--- config.mk ---
export PLATFORM = sky130hd
export DESIGN_NAME = issue_queue
export DESIGN_NICKNAME = d
export VERILOG_FILES = /design/src/rtl/issue_queue.sv
export SDC_FILE = /design/constraint.sdc
export NUM_CORES = 2
export LEC_CHECK = 0
export CAP_MARGIN = 15
export CORE_ASPECT_RATIO = 0.7
export CORE_MARGIN = 8
export CORE_UTILIZATION = 53
export CTS_CLUSTER_SIZE = 20
export DETAILED_ROUTE_END_ITERATION = 8
export HOLD_SLACK_MARGIN = 0.06
export PLACE_DENSITY_LB_ADDON = 0.05
export SLEW_MARGIN = 30
export SYNTH_ARGS = -nofsm -noshare
export SYNTH_HDL_FRONTEND = slang
export SYNTH_SLANG_ARGS = --single-unit
--- constraint.sdc ---
create_clock -name clk -period 5.53 [get_ports clk]
set_input_delay 1.3825 -clock clk [delete_from_list [all_inputs] [get_ports clk]]
set_output_delay 1.3825 -clock clk [all_outputs]
set_load 0.03 [all_outputs]
--- src/rtl/issue_queue.sv ---
// rtl/issue_queue.sv - compacting age-ordered issue queue with PRN wakeup and oldest-ready select
// Optional statistics counters are built when ISSUE_QUEUE_STATS_EN is defined.
module issue_queue #(
    parameter int DEPTH        = 8,
    parameter int MAX_OPERANDS = 3,
    parameter int PRN_BITS     = 6,
    parameter int INST_ID_BITS = 6,
    parameter int FU_COUNT     = 4,
    localparam int FUC_BITS    = $clog2(FU_COUNT)
) (
    input  logic                                    clk,
    input  logic                                    rst,
    input  logic                                    in_valid,
    input  logic [INST_ID_BITS-1:0]                 in_inst_id,
    input  logic [31:0]                             in_raw_instr,
    input  logic [63:0]                             in_instr_pc,
    input  logic [FUC_BITS-1:0]                     in_fu_choice,
    input  logic [MAX_OPERANDS-1:0]                 in_prn_input_valid,
    input  logic [MAX_OPERANDS-1:0]                 in_prn_input_ready,
    input  logic [MAX_OPERANDS-1:0][PRN_BITS-1:0]   in_prn_input,
    input  logic [MAX_OPERANDS-1:0]                 in_prn_output_valid,
    input  logic [MAX_OPERANDS-1:0][PRN_BITS-1:0]   in_prn_output,
    input  logic [MAX_OPERANDS-1:0]                 set_prn_ready_valid,
    input  logic [MAX_OPERANDS-1:0][PRN_BITS-1:0]   set_prn_ready,
    input  logic [FU_COUNT-1:0]                     fu_ready,
    input  logic                                    flush,
    output logic                                    full,
    output logic                                    issue_valid,
    output logic [INST_ID_BITS-1:0]                 issue_inst_id,
    output logic [31:0]                             issue_raw_instr,
    output logic [63:0]                             issue_instr_pc,
    output logic [FUC_BITS-1:0]                     issue_fu_choice,
    output logic [MAX_OPERANDS-1:0]                 issue_prn_input_valid,
    output logic [MAX_OPERANDS-1:0][PRN_BITS-1:0]   issue_prn_input,
    output logic [MAX_OPERANDS-1:0]                 issue_prn_output_valid,
    output logic [MAX_OPERANDS-1:0][PRN_BITS-1:0]   issue_prn_output
`ifdef ISSUE_QUEUE_STATS_EN
    ,
    output logic [31:0]                             stat_issued,
    output logic [31:0]                             stat_full_cycles,
    output logic [31:0]                             stat_dropped
`endif
);

    localparam int CNT_W = $clog2(DEPTH + 1);
    localparam int IDX_W = $clog2(DEPTH);

    typedef struct packed {
        logic [INST_ID_BITS-1:0]               inst_id;
        logic [31:0]                           raw_instr;
        logic [63:0]                           instr_pc;
        logic [FUC_BITS-1:0]                   fu_choice;
        logic [MAX_OPERANDS-1:0]               src_valid;
        logic [MAX_OPERANDS-1:0]               src_ready;
        logic [MAX_OPERANDS-1:0][PRN_BITS-1:0] src;
        logic [MAX_OPERANDS-1:0]               dst_valid;
        logic [MAX_OPERANDS-1:0][PRN_BITS-1:0] dst;
    } entry_t;

    entry_t                ent       [DEPTH];
    entry_t                ent_woken [DEPTH];
    entry_t                ent_n     [DEPTH];
    entry_t                new_ent;
    logic [DEPTH-1:0]      ent_valid;
    logic [DEPTH-1:0]      valid_n;
    logic [DEPTH-1:0]      issuable;
    logic [CNT_W-1:0]      count;
    logic [CNT_W-1:0]      ins_idx;
    logic [IDX_W-1:0]      sel_idx;
    logic                  sel_found;
    logic                  accept;

    // Sources whose PRN matches any asserted broadcast port this cycle
    function automatic logic [MAX_OPERANDS-1:0] wake(
        input logic [MAX_OPERANDS-1:0]               sv,
        input logic [MAX_OPERANDS-1:0][PRN_BITS-1:0] prn,
        input logic [MAX_OPERANDS-1:0]               bv,
        input logic [MAX_OPERANDS-1:0][PRN_BITS-1:0] bprn
    );
        logic [MAX_OPERANDS-1:0] w;
        w = '0;
        for (int k = 0; k < MAX_OPERANDS; k++)
            for (int j = 0; j < MAX_OPERANDS; j++)
                if (sv[k] && bv[j] && (bprn[j] == prn[k]))
                    w[k] = 1'b1;
        return w;
    endfunction

    assign full = (count == CNT_W'(DEPTH));

    // Wakeup of stored entries and oldest-first selection over the registered state
    always_comb begin
        sel_found = 1'b0;
        sel_idx   = '0;
        for (int i = 0; i < DEPTH; i++) begin
            ent_woken[i] = ent[i];
            ent_woken[i].src_ready = ent[i].src_ready |
                wake(ent[i].src_valid, ent[i].src, set_prn_ready_valid, set_prn_ready);
            issuable[i] = ent_valid[i] && (&(ent[i].src_ready | ~ent[i].src_valid))
                          && fu_ready[ent[i].fu_choice];
        end
        for (int i = DEPTH - 1; i >= 0; i--) begin
            if (issuable[i]) begin
                sel_found = 1'b1;
                sel_idx   = IDX_W'(i);
            end
        end
    end

    // Next entry array: compact over the issued slot, then append the new instruction
    always_comb begin
        new_ent.inst_id   = in_inst_id;
        new_ent.raw_instr = in_raw_instr;
        new_ent.instr_pc  = in_instr_pc;
        new_ent.fu_choice = in_fu_choice;
        new_ent.src_valid = in_prn_input_valid;
        new_ent.src_ready = in_prn_input_ready |
            wake(in_prn_input_valid, in_prn_input, set_prn_ready_valid, set_prn_ready);
        new_ent.src       = in_prn_input;
        new_ent.dst_valid = in_prn_output_valid;
        new_ent.dst       = in_prn_output;
        // A full queue still takes an instruction when an issue frees a slot this cycle
        accept  = in_valid && (!full || sel_found);
        ins_idx = sel_found ? (count - CNT_W'(1)) : count;
        for (int i = 0; i < DEPTH; i++) begin
            ent_n[i]   = ent_woken[i];
            valid_n[i] = ent_valid[i];
        end
        if (sel_found) begin
            for (int i = 0; i < DEPTH - 1; i++) begin
                if (IDX_W'(i) >= sel_idx) begin
                    ent_n[i]   = ent_woken[i+1];
                    valid_n[i] = ent_valid[i+1];
                end
            end
            ent_n[DEPTH-1]   = '0;
            valid_n[DEPTH-1] = 1'b0;
        end
        for (int i = 0; i < DEPTH; i++) begin
            if (accept && (CNT_W'(i) == ins_idx)) begin
                ent_n[i]   = new_ent;
                valid_n[i] = 1'b1;
            end
        end
    end

    // Queue state and registered issue port; flush discards everything like reset
    always_ff @(posedge clk) begin
        if (rst || flush) begin
            for (int i = 0; i < DEPTH; i++) ent[i] <= '0;
            ent_valid              <= '0;
            count                  <= '0;
            issue_valid            <= 1'b0;
            issue_inst_id          <= '0;
            issue_raw_instr        <= '0;
            issue_instr_pc         <= '0;
            issue_fu_choice        <= '0;
            issue_prn_input_valid  <= '0;
            issue_prn_input        <= '0;
            issue_prn_output_valid <= '0;
            issue_prn_output       <= '0;
        end else begin
            for (int i = 0; i < DEPTH; i++) ent[i] <= ent_n[i];
            ent_valid   <= valid_n;
            count       <= count + CNT_W'(accept) - CNT_W'(sel_found);
            issue_valid <= sel_found;
            if (sel_found) begin
                issue_inst_id          <= ent[sel_idx].inst_id;
                issue_raw_instr        <= ent[sel_idx].raw_instr;
                issue_instr_pc         <= ent[sel_idx].instr_pc;
                issue_fu_choice        <= ent[sel_idx].fu_choice;
                issue_prn_input_valid  <= ent[sel_idx].src_valid;
                issue_prn_input        <= ent[sel_idx].src;
                issue_prn_output_valid <= ent[sel_idx].dst_valid;
                issue_prn_output       <= ent[sel_idx].dst;
            end
        end
    end

`ifdef ISSUE_QUEUE_STATS_EN
    // Saturating statistics; survive flush, cleared only by reset
    always_ff @(posedge clk) begin
        if (rst) begin
            stat_issued      <= '0;
            stat_full_cycles <= '0;
            stat_dropped     <= '0;
        end else begin
            if (sel_found && !flush && (stat_issued != '1))
                stat_issued <= stat_issued + 32'd1;
            if (full && (stat_full_cycles != '1))
                stat_full_cycles <= stat_full_cycles + 32'd1;
            if (in_valid && full && !sel_found && (stat_dropped != '1))
                stat_dropped <= stat_dropped + 32'd1;
        end
    end
`endif

endmodule

==> metrics.yaml <==
status: "finished clean"
synth.top_cell.area_share_pct: 38.1
critPathArrivalTime_ns: 5.23
htreeDepth: 4
setup.worst_path.end_class: "flip-flop"
ys_seq_area_share_pct: 38.1
grt_usage_pct: 37.2
yosys.area.top_type: "dfxtp_1"
cts_root_buf: "clkbuf_16"
crit_type: "in2reg"
drive_gt1_share_pct: 6.32
comb_power_share_pct: 12.5
hold_buffers: 0
grt_pass1_vias: 63500
regToRegStartpoint: "ent[4][43]"
instances_no_fill: 10300
synthArstFlopShare_pct: 0
fin_skew_ns: 0.0415
drcViolationCount: 0
grt_pass1_wl_mm: 421
start_util_pct: 53.4
antenna_found_initial: 13
yosys_warnings: 0
synth_top_cells_by_area: "dfxtp_1, mux2i_1, nand2_1"
cp_cell_sequence: "clkdlybuf4s50_1, mux2i_1, mux2_2, a2bb2oi_4, nand4_1, buf_4, buf_4, nand2b_1, nand2_1, ha_1, inv_1, fa_1, xnor2_1, nor2_1"
port_buffers: 325
slew_headroom_pct: 28.7
viasPerCell: 6.61
clkTransAtPathRegs_ns: 0.06
cts_setup_buffers: 0
grt.overflow.total: 0
cp_top_family: "buffers and inverters"
p_sw_uw: 6260
switching_share_pct: 27.6
die_w_microns: 454
clk_latency_ns: 0.81
die-area_sq_um: 146000
finalHoldViolCount: 0
synth-seq-cells: 1351
worst-path-buf-inv: 4
gp_congestion: 0.936
setup_viol: 0
p_int_uw: 16500
tritoncts: "yes"
grt_max_degree: 147
power_density_nw_per_um2: 283
clkPwrFrac_pct: 43.4
rows: 112
synthesis.nets: 8942
die_y_microns: 322
required_ns: 6.18
cp-startpoint: "fu_ready[0]"
synthesis.area_sq_um: 71100
ys_types: 63
fin_crit_sh_pct: 82.7
p_seq_share_pct: 44.1
ioPinCount: 326
final_cell_mix: "nand2_1, dfxtp_1, mux2i_1, a21oi_1, o21ai_0"
wirelength_mm: 286
cp_slowest_cell: "buf_4"
min_from: "issue_raw_instr[25]"
clock-sinks: 1351
peakVddDrop_mv: 0.354
first_pass_iters: 8
critPathLaunchType: "primary input"
critPathMostFrequentCell: "buf_4"
critical_path.max_fanout: 31
fin_nets: 8634
synth-edff-count: 0
cpPeakStageDelay_ns: 0.72
slew_viol_final: 0
rsz0062_at_grt: "false"
ys.flop_type: "dfxtp_1"
timing.final.ws_setup_ns: 0.955
total_leakage_power_uw: 0.0271
coreArea_sq_um: 133000
avgSynthCellArea_sq_um: 8.12
maxCapViolCount: 0
hp-class: "reg2reg"
power_uw: 22700
vias: 68300
fillCellCount: 11800
finalSetupTns_ns: 0
area_delta_synth_final_pct: 13.0
fin_crit_ns: 4.57
drt_iter0_drc: 8258
post_cts_resized: 0
ant_nets: 0
final_common_cell: "nand2_1"
max_freq_mhz: 219
dpl.hpwl_mm: 169
cts_buffers: 138
worst_pin_slew_ns: 1.07
synth_cells: 8756
wire_per_inst_microns: 27.7
place_ws_ns: 0.327
max-clock-path-buffers: 3
placed_cells: 10100
## power groups by stage
stage | Clock [uW] | Sequential (uW) | Combinational, uW
after floorplan | 0 | 10200 | 1620
after global placement | 0 | 10200 | 2700
after detailed placement | 0 | 10200 | 2730
after CTS | 9920 | 10000 | 2740
after global routing | 10300 | 10000 | 2920
final | 9870 | 10000 | 2840
## path summary, 6_finish.rpt
path / depth (start not counted) / end / slack, ns
worst max-delay path: 14 / count[2] / 0.96
worst min-delay path: 2 / issue_raw_instr[25] / 0.47
worst min register to register: 2 / issue_raw_instr[25] / 0.47
worst max register to register: 13 / count[2] / 1.22
## per-stage QoR
step | instance area, sq um | hold WS, ns | utilization (%)
6_report | 80300 | 0.474 | 60.3
5_1_grt | 80300 | 0.502 | 60.3
4_1_cts | 80300 | 0.474 | 60.3
3_5_place_dp | 75600 | 0.467 | 56.8
3_3_place_gp | 75600 | 0.467 | 56.8
2_1_floorplan | 71100 | 0.450 | -
## synthesized netlist by cell type (4+ instances only)
library cell	n
and3_1	5
nor2_1	520
o21ai_0	705
nor3_1	17
a22o_1	36
o22ai_1	62
a211oi_1	468
or4_1	15
inv_1	19
or2_2	8
mux4_2	6
nor2b_1	4
nand2_1	1445
nand3_1	145
o21a_1	39
a2111o_1	11
a21oi_1	760
o2111a_1	5
a222oi_1	16
dfxtp_1	1351
buf_2	101
o2111ai_1	19
buf_1	153
o221a_2	35
clkbuf_1	731
nand2b_1	19
a31oi_1	46
nor4_1	73
o221ai_1	169
a41oi_1	7
a41o_1	23
mux2i_1	1013
a32o_1	41
o21ai_1	13
ha_1	7
xnor2_1	320
nand4_1	144
xor2_1	169
## logic make-up (layout without fill, tap and decap cells)
| family | Yosys count | in the layout | synth area share (%) |
|---|---|---|---|
| other cells | 0 | 10 | 0 |
| simple gates | 2405 | 2405 | 14.0 |
| mux | 1022 | 1022 | 14.5 |
| buf+inv | 1005 | 795 | 5.49 |
| compound gates | 2476 | 2476 | 21.8 |
| xor+xnor | 489 | 489 | 6.03 |
| fa+ha+maj | 8 | 8 | 0.151 |
| flops | 1351 | 1351 | 38.1 |
## state kept, by name, indices dropped and copies added (netlist names), 3 cells and up
register / flops
issue_prn_output_valid: 3
issue_inst_id: 6
issue_raw_instr: 32
count: 4
ent: 1192
issue_prn_output: 18
issue_prn_input: 18
issue_instr_pc: 64
issue_prn_input_valid: 3
ent_valid: 8
## layout make-up
type,instances,area (sq um),share of cell area [%]
flip-flops and latches,1351,27000,33.7
well taps,1767,2210,2.75
clock inverters,28,412,0.513
repair buffers,537,5820,7.24
clock buffers,210,4250,5.30
diodes,10,25.0,0.0312
inverters,20,75.1,0.0935
multi-input cells,6400,40500,50.4
## tightest hold or removal path, stage by stage, from the launching register on
cell and delay, ns:
dfxtp_1 0.30, nand2_1 0.07, a21oi_1 0.06
## metal layers
| metal | share of wire (%) | vias to the layer above | track usage, % |
|---|---|---|---|
| met5 | 0.015 | - | 0 |
| met4 | 4.8 | 6 | 16.5 |
| met3 | 12 | 806 | 8.23 |
| met2 | 41 | 4227 | 54.3 |
| met1 | 42 | 32600 | 52.4 |
| li1 | - | 30600 | - |
(Power assumes the default switching activity.)
